--- src/rtl/indirect_access_ctrl.sv ---
// Indirect-access command controller: decodes command-register writes and sequences
// read/write/compare/reset/init strobes to a single register-file table under a grant handshake.
module indirect_access_ctrl #(
    parameter logic [10:0] CMND_ADDRESS = 11'h454,
    parameter int          N_ENTRIES    = 32,
    parameter int          N_DATA_BITS  = 32,
    parameter logic [15:0] CAPABILITIES = 16'h8027,
    parameter logic [3:0]  MEM_TYPE     = 4'h2
) (
    input  logic                       clk,
    input  logic                       rst_n,
    input  logic                       wr_stb,
    input  logic [10:0]                reg_addr,
    input  logic [3:0]                 cmnd_op,
    input  logic [$clog2(N_ENTRIES)-1:0] cmnd_addr,
    input  logic                       cmnd_table_id,
    input  logic [$clog2(N_ENTRIES)-1:0] addr_limit,
    input  logic [N_DATA_BITS-1:0]     wr_dat,
    input  logic [N_DATA_BITS-1:0]     sw_rdat,
    input  logic                       sw_match,
    input  logic [3:0]                 sw_aindex,
    input  logic                       grant,
    output logic [2:0]                 stat_code,
    output logic [4:0]                 stat_datawords,
    output logic [$clog2(N_ENTRIES)-1:0] stat_addr,
    output logic                       stat_table_id,
    output logic [15:0]                capability_lst,
    output logic [3:0]                 capability_type,
    output logic                       enable,
    output logic [N_DATA_BITS-1:0]     rd_dat,
    output logic                       sw_cs,
    output logic                       sw_ce,
    output logic                       sw_we,
    output logic [$clog2(N_ENTRIES)-1:0] sw_add,
    output logic [N_DATA_BITS-1:0]     sw_wdat,
    output logic                       yield,
    output logic                       reset
);
    localparam int AW = $clog2(N_ENTRIES);

    localparam logic [3:0] OP_NOP       = 4'd0;
    localparam logic [3:0] OP_READ      = 4'd1;
    localparam logic [3:0] OP_WRITE     = 4'd2;
    localparam logic [3:0] OP_ENABLE    = 4'd3;
    localparam logic [3:0] OP_DISABLE   = 4'd4;
    localparam logic [3:0] OP_RESET     = 4'd5;
    localparam logic [3:0] OP_INIT      = 4'd6;
    localparam logic [3:0] OP_INIT_INC  = 4'd7;
    localparam logic [3:0] OP_SET_START = 4'd8;
    localparam logic [3:0] OP_COMPARE   = 4'd9;
    localparam logic [3:0] OP_SIM_TMO   = 4'd14;
    localparam logic [3:0] OP_ACK_ERROR = 4'd15;

    typedef enum logic [3:0] {
        ST_POWERDOWN    = 4'd0,
        ST_READY        = 4'd1,
        ST_DO_WRITE     = 4'd2,
        ST_DO_READ      = 4'd3,
        ST_DO_COMPARE   = 4'd4,
        ST_DO_RESET     = 4'd5,
        ST_DO_INIT      = 4'd6,
        ST_COMPARE_WAIT = 4'd7,
        ST_READ_DONE    = 4'd8,
        ST_COMPARE_DONE = 4'd9,
        ST_ERROR        = 4'd10
    } state_t;

    state_t                 r_state, w_state_nxt;
    logic [2:0]             r_stat, w_stat_nxt;
    logic                   r_init, w_init_nxt;
    logic [N_DATA_BITS-1:0] r_rd_dat, w_rd_dat_nxt;
    logic                   r_cs, w_cs_nxt, r_ce, w_ce_nxt, r_we, w_we_nxt;
    logic                   r_rst, w_rst_nxt, r_rst_or_ini, w_rst_or_ini_nxt;
    logic                   r_timer, w_timer_nxt;
    logic [AW-1:0]          r_rst_addr, w_rst_addr_nxt;
    logic                   r_sim_tmo, w_sim_tmo_nxt;

    logic          w_dec, w_cmnd_issued, w_unsup, w_badaddr, w_igrant, w_timeout;
    logic [AW-1:0] w_maxaddr;
    logic          w_unused;

    assign w_dec         = wr_stb && (reg_addr == CMND_ADDRESS);
    assign w_cmnd_issued = w_dec && (cmnd_op != OP_NOP) && (cmnd_op != OP_SIM_TMO);
    assign w_unsup       = w_dec && (cmnd_op >= 4'd10) && (cmnd_op <= 4'd13);
    assign w_maxaddr     = r_init ? {AW{1'b0}} : addr_limit;
    assign w_badaddr     = w_cmnd_issued && (cmnd_addr > w_maxaddr);
    assign w_igrant      = grant && !r_sim_tmo;
    assign w_timeout     = (r_timer == 1'b1);
    assign w_unused      = cmnd_table_id;

    // Next-state, status, strobe and data-path decisions for the coming cycle.
    always_comb begin
        w_state_nxt      = r_state;
        w_stat_nxt       = r_stat;
        w_init_nxt       = r_init;
        w_rd_dat_nxt     = r_rd_dat;
        w_cs_nxt         = 1'b0;
        w_ce_nxt         = 1'b0;
        w_we_nxt         = 1'b0;
        w_rst_nxt        = 1'b0;
        w_rst_or_ini_nxt = 1'b0;
        w_timer_nxt      = 1'b0;
        w_rst_addr_nxt   = r_rst_addr;
        w_sim_tmo_nxt    = r_sim_tmo;

        if (w_timeout) begin
            w_sim_tmo_nxt = 1'b0;
        end else if (w_dec && (cmnd_op == OP_SIM_TMO)) begin
            w_sim_tmo_nxt = 1'b1;
        end else begin
            w_sim_tmo_nxt = r_sim_tmo;
        end

        case (r_state)
            ST_POWERDOWN: begin
                w_rd_dat_nxt = wr_dat;
                if (w_dec && (cmnd_op == OP_ENABLE)) begin
                    w_state_nxt = ST_READY;
                end else begin
                    w_state_nxt = ST_POWERDOWN;
                end
            end
            ST_READY: begin
                if (w_dec) begin
                    case (cmnd_op)
                        OP_WRITE:              w_state_nxt = ST_DO_WRITE;
                        OP_READ:               w_state_nxt = ST_DO_READ;
                        OP_COMPARE:            w_state_nxt = ST_DO_COMPARE;
                        OP_RESET:              w_state_nxt = ST_DO_RESET;
                        OP_INIT, OP_INIT_INC:  w_state_nxt = ST_DO_INIT;
                        OP_DISABLE:            w_state_nxt = ST_POWERDOWN;
                        OP_NOP, OP_ENABLE, OP_SET_START, OP_SIM_TMO, OP_ACK_ERROR:
                                               w_state_nxt = ST_READY;
                        default:               w_state_nxt = ST_ERROR;
                    endcase
                end else begin
                    w_state_nxt = ST_READY;
                end
            end
            ST_DO_WRITE:   w_state_nxt = w_igrant ? ST_READY : ST_DO_WRITE;
            ST_DO_READ:    w_state_nxt = w_igrant ? ST_READ_DONE : ST_DO_READ;
            ST_DO_COMPARE: w_state_nxt = w_igrant ? ST_COMPARE_WAIT : ST_DO_COMPARE;
            ST_DO_RESET:   w_state_nxt = ST_READY;
            ST_DO_INIT: begin
                w_rst_addr_nxt = r_rst_addr + {{(AW-1){1'b0}}, w_igrant};
                if (w_igrant && (r_rst_addr == cmnd_addr)) begin
                    w_state_nxt = ST_READY;
                end else begin
                    w_state_nxt = ST_DO_INIT;
                end
            end
            ST_COMPARE_WAIT: w_state_nxt = ST_COMPARE_DONE;
            ST_READ_DONE: begin
                w_rd_dat_nxt = sw_rdat;
                w_state_nxt  = ST_READY;
            end
            ST_COMPARE_DONE: begin
                w_rd_dat_nxt = {{(N_DATA_BITS-5){1'b0}}, sw_match, sw_aindex};
                w_state_nxt  = ST_READY;
            end
            ST_ERROR: begin
                if (w_dec && (cmnd_op == OP_ACK_ERROR)) begin
                    w_state_nxt = r_init ? ST_POWERDOWN : ST_READY;
                end else begin
                    w_state_nxt = ST_ERROR;
                end
            end
            default: w_state_nxt = ST_ERROR;
        endcase

        // An access in flight is abandoned on timeout or on any new command.
        if ((w_timeout || w_cmnd_issued) && (r_state != ST_POWERDOWN) &&
            (r_state != ST_READY) && (r_state != ST_ERROR)) begin
            w_state_nxt = ST_ERROR;
        end else begin
            w_state_nxt = w_state_nxt;
        end
        if (w_badaddr) begin
            w_state_nxt = ST_ERROR;
        end else begin
            w_state_nxt = w_state_nxt;
        end

        if (w_dec && (cmnd_op == OP_SET_START)) begin
            w_rst_addr_nxt = cmnd_addr;
        end else if (w_dec && (cmnd_op == OP_RESET)) begin
            w_rst_addr_nxt = {AW{1'b0}};
        end else begin
            w_rst_addr_nxt = w_rst_addr_nxt;
        end

        case (w_state_nxt)
            ST_POWERDOWN: begin
                w_stat_nxt = 3'd7;
                w_init_nxt = 1'b1;
            end
            ST_READY: begin
                w_stat_nxt = 3'd0;
                w_init_nxt = 1'b0;
            end
            ST_ERROR: begin
                if (r_state == ST_ERROR) begin
                    w_stat_nxt = r_stat;
                end else if (w_unsup) begin
                    w_stat_nxt = 3'd5;
                end else if (w_badaddr) begin
                    w_stat_nxt = 3'd4;
                end else if (w_timeout) begin
                    w_stat_nxt = 3'd2;
                end else if (w_cmnd_issued) begin
                    w_stat_nxt = 3'd3;
                end else begin
                    w_stat_nxt = r_stat;
                end
            end
            ST_DO_WRITE: begin
                w_stat_nxt  = 3'd1;
                w_cs_nxt    = 1'b1;
                w_we_nxt    = 1'b1;
                w_timer_nxt = r_timer + 1'b1;
            end
            ST_DO_READ: begin
                w_stat_nxt  = 3'd1;
                w_cs_nxt    = 1'b1;
                w_timer_nxt = r_timer + 1'b1;
            end
            ST_DO_COMPARE: begin
                w_stat_nxt  = 3'd1;
                w_cs_nxt    = 1'b1;
                w_ce_nxt    = 1'b1;
                w_timer_nxt = r_timer + 1'b1;
            end
            ST_DO_RESET: begin
                w_stat_nxt       = 3'd1;
                w_cs_nxt         = 1'b1;
                w_we_nxt         = 1'b1;
                w_rst_nxt        = 1'b1;
                w_rst_or_ini_nxt = 1'b1;
                w_timer_nxt      = r_timer + 1'b1;
            end
            ST_DO_INIT: begin
                w_stat_nxt       = 3'd1;
                w_cs_nxt         = 1'b1;
                w_we_nxt         = 1'b1;
                w_rst_or_ini_nxt = 1'b1;
                w_timer_nxt      = r_timer + 1'b1;
            end
            default: w_stat_nxt = 3'd1;
        endcase

        if (w_igrant) begin
            w_timer_nxt = 1'b0;
        end else begin
            w_timer_nxt = w_timer_nxt;
        end
    end

    // State and registered outputs.
    always_ff @(posedge clk or negedge rst_n) begin
        if (!rst_n) begin
            r_state      <= ST_READY;
            r_stat       <= 3'd0;
            r_init       <= 1'b0;
            r_rd_dat     <= {N_DATA_BITS{1'b0}};
            r_cs         <= 1'b0;
            r_ce         <= 1'b0;
            r_we         <= 1'b0;
            r_rst        <= 1'b0;
            r_rst_or_ini <= 1'b0;
            r_timer      <= 1'b0;
            r_rst_addr   <= {AW{1'b0}};
            r_sim_tmo    <= 1'b0;
        end else begin
            r_state      <= w_state_nxt;
            r_stat       <= w_stat_nxt;
            r_init       <= w_init_nxt;
            r_rd_dat     <= w_rd_dat_nxt;
            r_cs         <= w_cs_nxt;
            r_ce         <= w_ce_nxt;
            r_we         <= w_we_nxt;
            r_rst        <= w_rst_nxt;
            r_rst_or_ini <= w_rst_or_ini_nxt;
            r_timer      <= w_timer_nxt;
            r_rst_addr   <= w_rst_addr_nxt;
            r_sim_tmo    <= w_sim_tmo_nxt;
        end
    end

    assign stat_code       = r_stat;
    assign stat_datawords  = 5'd0;
    assign stat_addr       = w_maxaddr;
    assign stat_table_id   = 1'b0;
    assign capability_lst  = CAPABILITIES;
    assign capability_type = MEM_TYPE;
    assign enable          = !r_init;
    assign rd_dat          = r_rd_dat;
    assign sw_cs           = r_cs;
    assign sw_ce           = r_ce;
    assign sw_we           = r_we;
    assign sw_add          = r_rst_or_ini ? r_rst_addr : cmnd_addr;
    assign sw_wdat         = r_rst ? {N_DATA_BITS{1'b0}} : wr_dat;
    assign yield           = r_timer;
    assign reset           = r_rst;

endmodule

--- config.mk ---
export PLATFORM = sky130hd
export DESIGN_NAME = indirect_access_ctrl
export DESIGN_NICKNAME = d
export VERILOG_FILES = /design/src/rtl/indirect_access_ctrl.sv
export SDC_FILE = /design/constraint.sdc
export NUM_CORES = 1
export LEC_CHECK = 0
export CAP_MARGIN = 0
export CORE_MARGIN = 2
export CORE_UTILIZATION = 40
export CTS_CLUSTER_SIZE = 14
export DETAILED_ROUTE_END_ITERATION = 10
export GPL_ROUTABILITY_DRIVEN = 0
export GPL_TIMING_DRIVEN = 1
export PLACE_DENSITY_LB_ADDON = 0.3
export SYNTH_ARGS = -nofsm -noshare
export SYNTH_HDL_FRONTEND = slang
export SYNTH_SLANG_ARGS = --single-unit
--- constraint.sdc ---
create_clock -name clk -period 3 [get_ports clk]
set_clock_uncertainty 0.15 [all_clocks]
set_input_delay 0.45 -clock clk [delete_from_list [all_inputs] [get_ports clk]]
set_output_delay 0.45 -clock clk [all_outputs]
set_load 0.02 [all_outputs]
; ---- Yosys cells after proc, flatten, opt, wreduce, memory -nomap -nowiden
; Memory sizes are Yosys's and may differ from the RTL's.
; Cells that the tools add are included.
[op_classes]
n_addsub = 2
order_cmp = 3
n_eq_ne = 29
n_mux = 34
n_reduce_logical = 32
[op_table]
columns = op, count
row1 = $pmux 32 s3, 1
row2 = $pmux 4 s9, 1
row3 = $eq 4x3->1 const B, 8
row4 = $mux 32, 1
row5 = $eq 4x4->1 const B, 7
row6 = $mux 5, 5
row7 = $eq 4x2->1 const B, 5
row8 = $mux 4, 5
row9 = $mux 3, 6
row10 = $logic_and 1x1->1, 16
row11 = $eq 11x11->1 const B, 1
row12 = $mux 1, 11
row13 = $pmux 3 s3, 1
row14 = $eq 4x1->1 const B, 2
row15 = $logic_not 4->1, 2
row16 = $ne 4x4->1 const B, 2
row17 = $reduce_bool 4->1, 2
row18 = $reduce_bool 3->1, 2
row19 = $reduce_or 3->1, 2
row20 = $add 5x1->5, 1
row21 = $eq 5x5->1, 1
row22 = $gt 5x5->1, 1
row23 = $ne 5x5->1 const B, 1
row24 = $reduce_or 5->1, 1
row25 = other kinds (12), 15
[word_totals]
register_bits = 52
rom_bits = 64
in_bits = 99
elab_cells = 113
memories = 1
[mem_list]
columns = name, words, word_bits, read_ports, rd_ports_with_merged_regs, wr, line_no
row1 = (no name shown), 16, 4, 1, 0, 0, 125  ; case (cmnd_op)

; ---- Depth between registers and ports, before layout
[depth]
word_depth = 14
depth_mapped = 11

; ---- Least setup slack after synthesis
; No wires, ideal clock.
[synth_path]
kind = register to register
start = register r_init
end = register r_timer (netlist: yield)
setup_ns = 0.096
arrival_ns = 2.711
required_ns = 2.754
path_slack_ns = 0.042
path_stages_with_launch = 12
period_less_slack_ns = 2.958
cell_sequence = dfrtp_1 inv_1 nand2_1 ha_1 a211o_1 a221o_1 a21oi_1 o21ai_1 or2_2 buf_2 mux2_4 nor4_2
[synth_rtl]
columns = item, line_no
row1 = from (decl), 70  ; logic r_init, w_init_nxt;
row2 = from (signal assigned), 276  ; r_init <= w_init_nxt;
row3 = $mux 5 (*), 85  ; assign w_maxaddr = r_init ? {AW{1'b0}} : addr_limit;
row4 = $gt 5x5->1 (*), 86  ; assign w_badaddr = w_cmnd_issued && (cmnd_addr > w_maxaddr);
row5 = $logic_and 1x1->1 (*), 86
row6 = $mux 4 (*), 178  ; if (w_badaddr) begin
row7 = named net w_state_nxt[1], 68  ; state_t r_state, w_state_nxt;
row8 = $eq 4x3->1 / $eq 4x2->1 (equally long branches), 192  ; case (w_state_nxt)
row9 = $reduce_or 5->1 (no line) (*), -
row10 = $mux 1 (*), -
row11 = $mux 1 (*), 251  ; if (w_igrant) begin
row12 = named net w_timer_nxt, 74  ; logic r_timer, w_timer_nxt;
row13 = to (signal assigned), 283  ; r_timer <= w_timer_nxt;
row14 = to (decl), 74
; Mark *: on every way through the listed nets, which the timed path passes. The rest lies on a longest branch.
; A chain may end at the register's enable or synchronous reset.

; ---- Worst setup path after layout
[layout_path]
start = input addr_limit[2]
end = register r_rst (netlist: reset)
[layout_between]
elab_chain_cells = 6
[layout_rtl]
columns = item, line_no
row1 = from (decl), 17  ; input logic [$clog2(N_ENTRIES)-1:0] addr_limit,
row2 = $mux 5, 85
row3 = $gt 5x5->1, 86
row4 = $logic_and 1x1->1, 86
row5 = $mux 4, 178
row6 = $eq 4x3->1, 192
row7 = $mux 1, 192
row8 = named net w_rst_nxt, 73  ; logic r_rst, w_rst_nxt, r_rst_or_ini, w_rst_or_ini_nxt;
row9 = to (signal assigned), 281  ; r_rst <= w_rst_nxt;
row10 = to (decl), 73
; The timed path passes the listed nets, and every way through them passes these cells.

==> impl_metrics.tcl <==
set metrics [dict create \
    dp_cells 760 \
    first_iter_violations 104 \
    grt_pass1_wl_um 17760 \
    path_max_fanout 4 \
    swShare_pct 41.41 \
    layout_commonest_cell "clkdlybuf4s50_1" \
    timing.setup.tns_ns 0 \
    grt_util_all_layers_pct 21.71 \
    cts_tree "done" \
    vdd_drop_max_uv 261.3 \
    numPortBuffers 180 \
    timing.rr.start "r_init$_DFFE_PN0P_" \
    synthMuxAreaShare_pct 4.367 \
    ys_ff_latch 52 \
    p_sw_uw 1430 \
    arrival_ns 2.94 \
    drc 0 \
    reg2regPathDepth 10 \
    post_cts_buffers 0 \
    ff2ff_setup_slack_ns 0.18 \
    drv_cap 0 \
    syn_inst 458 \
    grt_max_degree 65 \
    maxSlewViolCount 0 \
    clock_latency_ns 0.31 \
    syn_area_um2 3782 \
    required_ns 3.06 \
    totalWireLength_um 11670 \
    pwr-share-seq_pct 32.1 \
    grt_pass1_vias 3655 \
    clock-sinks 52 \
    async_flop_share_pct 100.0 \
    yosysWarnings 0 \
    setup_viol 0 \
    hold_viol_final 0 \
    p_leak_uw 0.002530 \
    fillers 798 \
    end_kind "flop" \
    period_share_pct 96.19 \
    synthXorXnorAreaFrac_pct 1.621 \
    start_util_pct 41.13 \
    antenna_left 0 \
    timing.rr.end "reset$_DFF_PN0_" \
    cts_max_path_buffers 2 \
    worstSetupStartpointType "primary input" \
    synthFlopType "dfrtp_1" \
    cellPowerDensity_nw_per_um2 581.3 \
    synth_top_family_by_area "simple AND/OR/NAND/NOR gates" \
    slew_headroom_pct 38.04 \
    cts_buffers 5 \
    p_int_uw 2023 \
    synth_fa_ha_area_share_pct 3.970 \
    crit_start "addr_limit[2]" \
    ios 208 \
    path_clk_slew_ns 0.11 \
    die_h_um 101.2 \
    p_total_uw 3453 \
    worst_pin_slew_ns 0.9294 \
    overflow 0 \
    dr.pass1.iters 4 \
    hp-class "in -> async" \
    layout-drive-gt1-share_pct 12.02 \
    synth_edf_count 0 \
    fin_cells 768 \
    num_rows 35 \
    core_area_um2 9196 \
    synth_cell_types 55 \
    fmaxAchievable_ghz 0.3466 \
    crit_path_end "reset$_DFF_PN0_" \
    synth.avg_cell_area_um2 8.258 \
    antenna_found_initial 0 \
    wl_per_cell_um 15.20 \
    via_per_inst 5.105 \
    p_comb_share_pct 55.8 \
    dp_hpwl_um 9193 \
    antenna_cells 0 \
    cts_max_level 2 \
    final_cell_mix "179 x clkdlybuf4s50_1, 52 x nand2_1, 51 x dfrtp_1" \
    rsz0062_at_grt "no" \
    synthSimpleGateAreaFrac_pct 28.48 \
    dieArea_um2 10250 \
    seq_area_frac_synth_pct 34.44 \
    finalNetCount 767 \
    root_buffer "clkbuf_8" \
    finalCriticalPeriod_ns 2.886 \
    area_delta_synth_final_pct 57.06 \
    route.vias.total 3921 \
    crit_type "in -> reg" \
    die_w_um 101.2 \
    run_status "completed" \
    power.share.clock_pct 12.1 \
    synth-compound-area-share_pct 17.53 \
]
Yosys cell counts (10+ instances only):
master    number  area, µm²
nor3b_1       29      217.7
a21oi_1       46      230.2
nor2b_1       35      219.0
nand2_1       53      198.9
buf_4         26      195.2
nor2_1        23      86.33
o21ai_0       44      220.2
clkbuf_1      22      82.58
ha_1          12      150.1
dfrtp_1       51       1276
nand3_1       10      50.05
inv_1         12      45.04
critical path, cell delays in order:
cell and delay [ns]:
clkdlybuf4s50_1 0.46, nand2_1 0.08, ha_1 0.29, a211o_1 0.29
a221o_1 0.35, a21oi_2 0.19, o21ai_1 0.11, or2_4 0.27
buf_4 0.16, nor4_2 0.29
logic make-up after synthesis:
kind of cell	after synthesis
xor+xnor	7
simple gates	190
mux	14
fa+ha+maj	12
flops	52
other cells	2
compound gates	114
buf+inv	67
timing repair:
action,in CTS,in global routing
gates resized for setup,0,6
setup endpoints to repair,0,9
hold buffers,0,0
stage by stage:
step	util (%)	instance area (µm²)	setup WS (ns)	hold WS (ns)
global route	64.60	5941	0.01524	0.1630
finish	64.60	5941	0.1144	0.1294
floorplan	-	3872	0.04224	0.004409
detailed placement	63.32	5823	-0.3276	0.3202
CTS	64.34	5917	0.005773	0.1350
global placement	63.32	5823	-0.2336	0.3119
per-layer routing:
layer / GRT usage (%) / share of wire [%]
met1: 26.53 / 41
met5: 0 / 0
met3: 3.934 / 6.4
met2: 38.26 / 50
met4: 7.796 / 2.1
power groups by stage:
| stage | clock [µW] | sequential [µW] | combinational (µW) |
|---|---|---|---|
| floorplan | 0 | 1400 | 696 |
| global placement | 0 | 1120 | 1900 |
| detailed placement | 0 | 1120 | 1940 |
| CTS | 439 | 1110 | 1940 |
| global route | 462 | 1150 | 2080 |
| finish | 417 | 1110 | 1930 |
sequential cells by signal, summed over array words and instances, names as in the netlist:
name and flops:
r_init 1, r_rst_addr 5, r_rst_or_ini 1, r_sim_tmo 1
r_state 4, rd_dat 32, reset 1, stat_code 3
sw_ce 1, sw_cs 1, sw_we 1, yield 1
area by class of cell:
cell class                      count  area, µm²  share of cell area (%)
Clock buffer                        5      68.82                   1.158
Clock inverter                      3      25.02                  0.4212
Inverter                           13      48.80                  0.8214
Multi-Input combinational cell    363       2252                   37.91
Sequential cell                    52       1303                   21.93
Tap cell                          111      138.9                   2.338
Timing Repair Buffer              221       2105                   35.43
worst min path at each step:
stage	start	endpoint	slack [ns]	cells after the start
after floorplan	rst_n	r_init$_DFFE_PN0P_	0.004	0
after CTS	rst_n	rd_dat[7]$_DFFE_PN0P_	0.14	1
after global placement	rd_dat[12]$_DFFE_PN0P_	rd_dat[12]$_DFFE_PN0P_	0.31	2
final	rst_n	rd_dat[5]$_DFFE_PN0P_	0.13	1
after global routing	rst_n	yield$_DFF_PN0_	0.16	1
after detailed placement	rd_dat[8]$_DFFE_PN0P_	rd_dat[8]$_DFFE_PN0P_	0.32	2
Note: power is estimated with default switching activity, not from simulation.
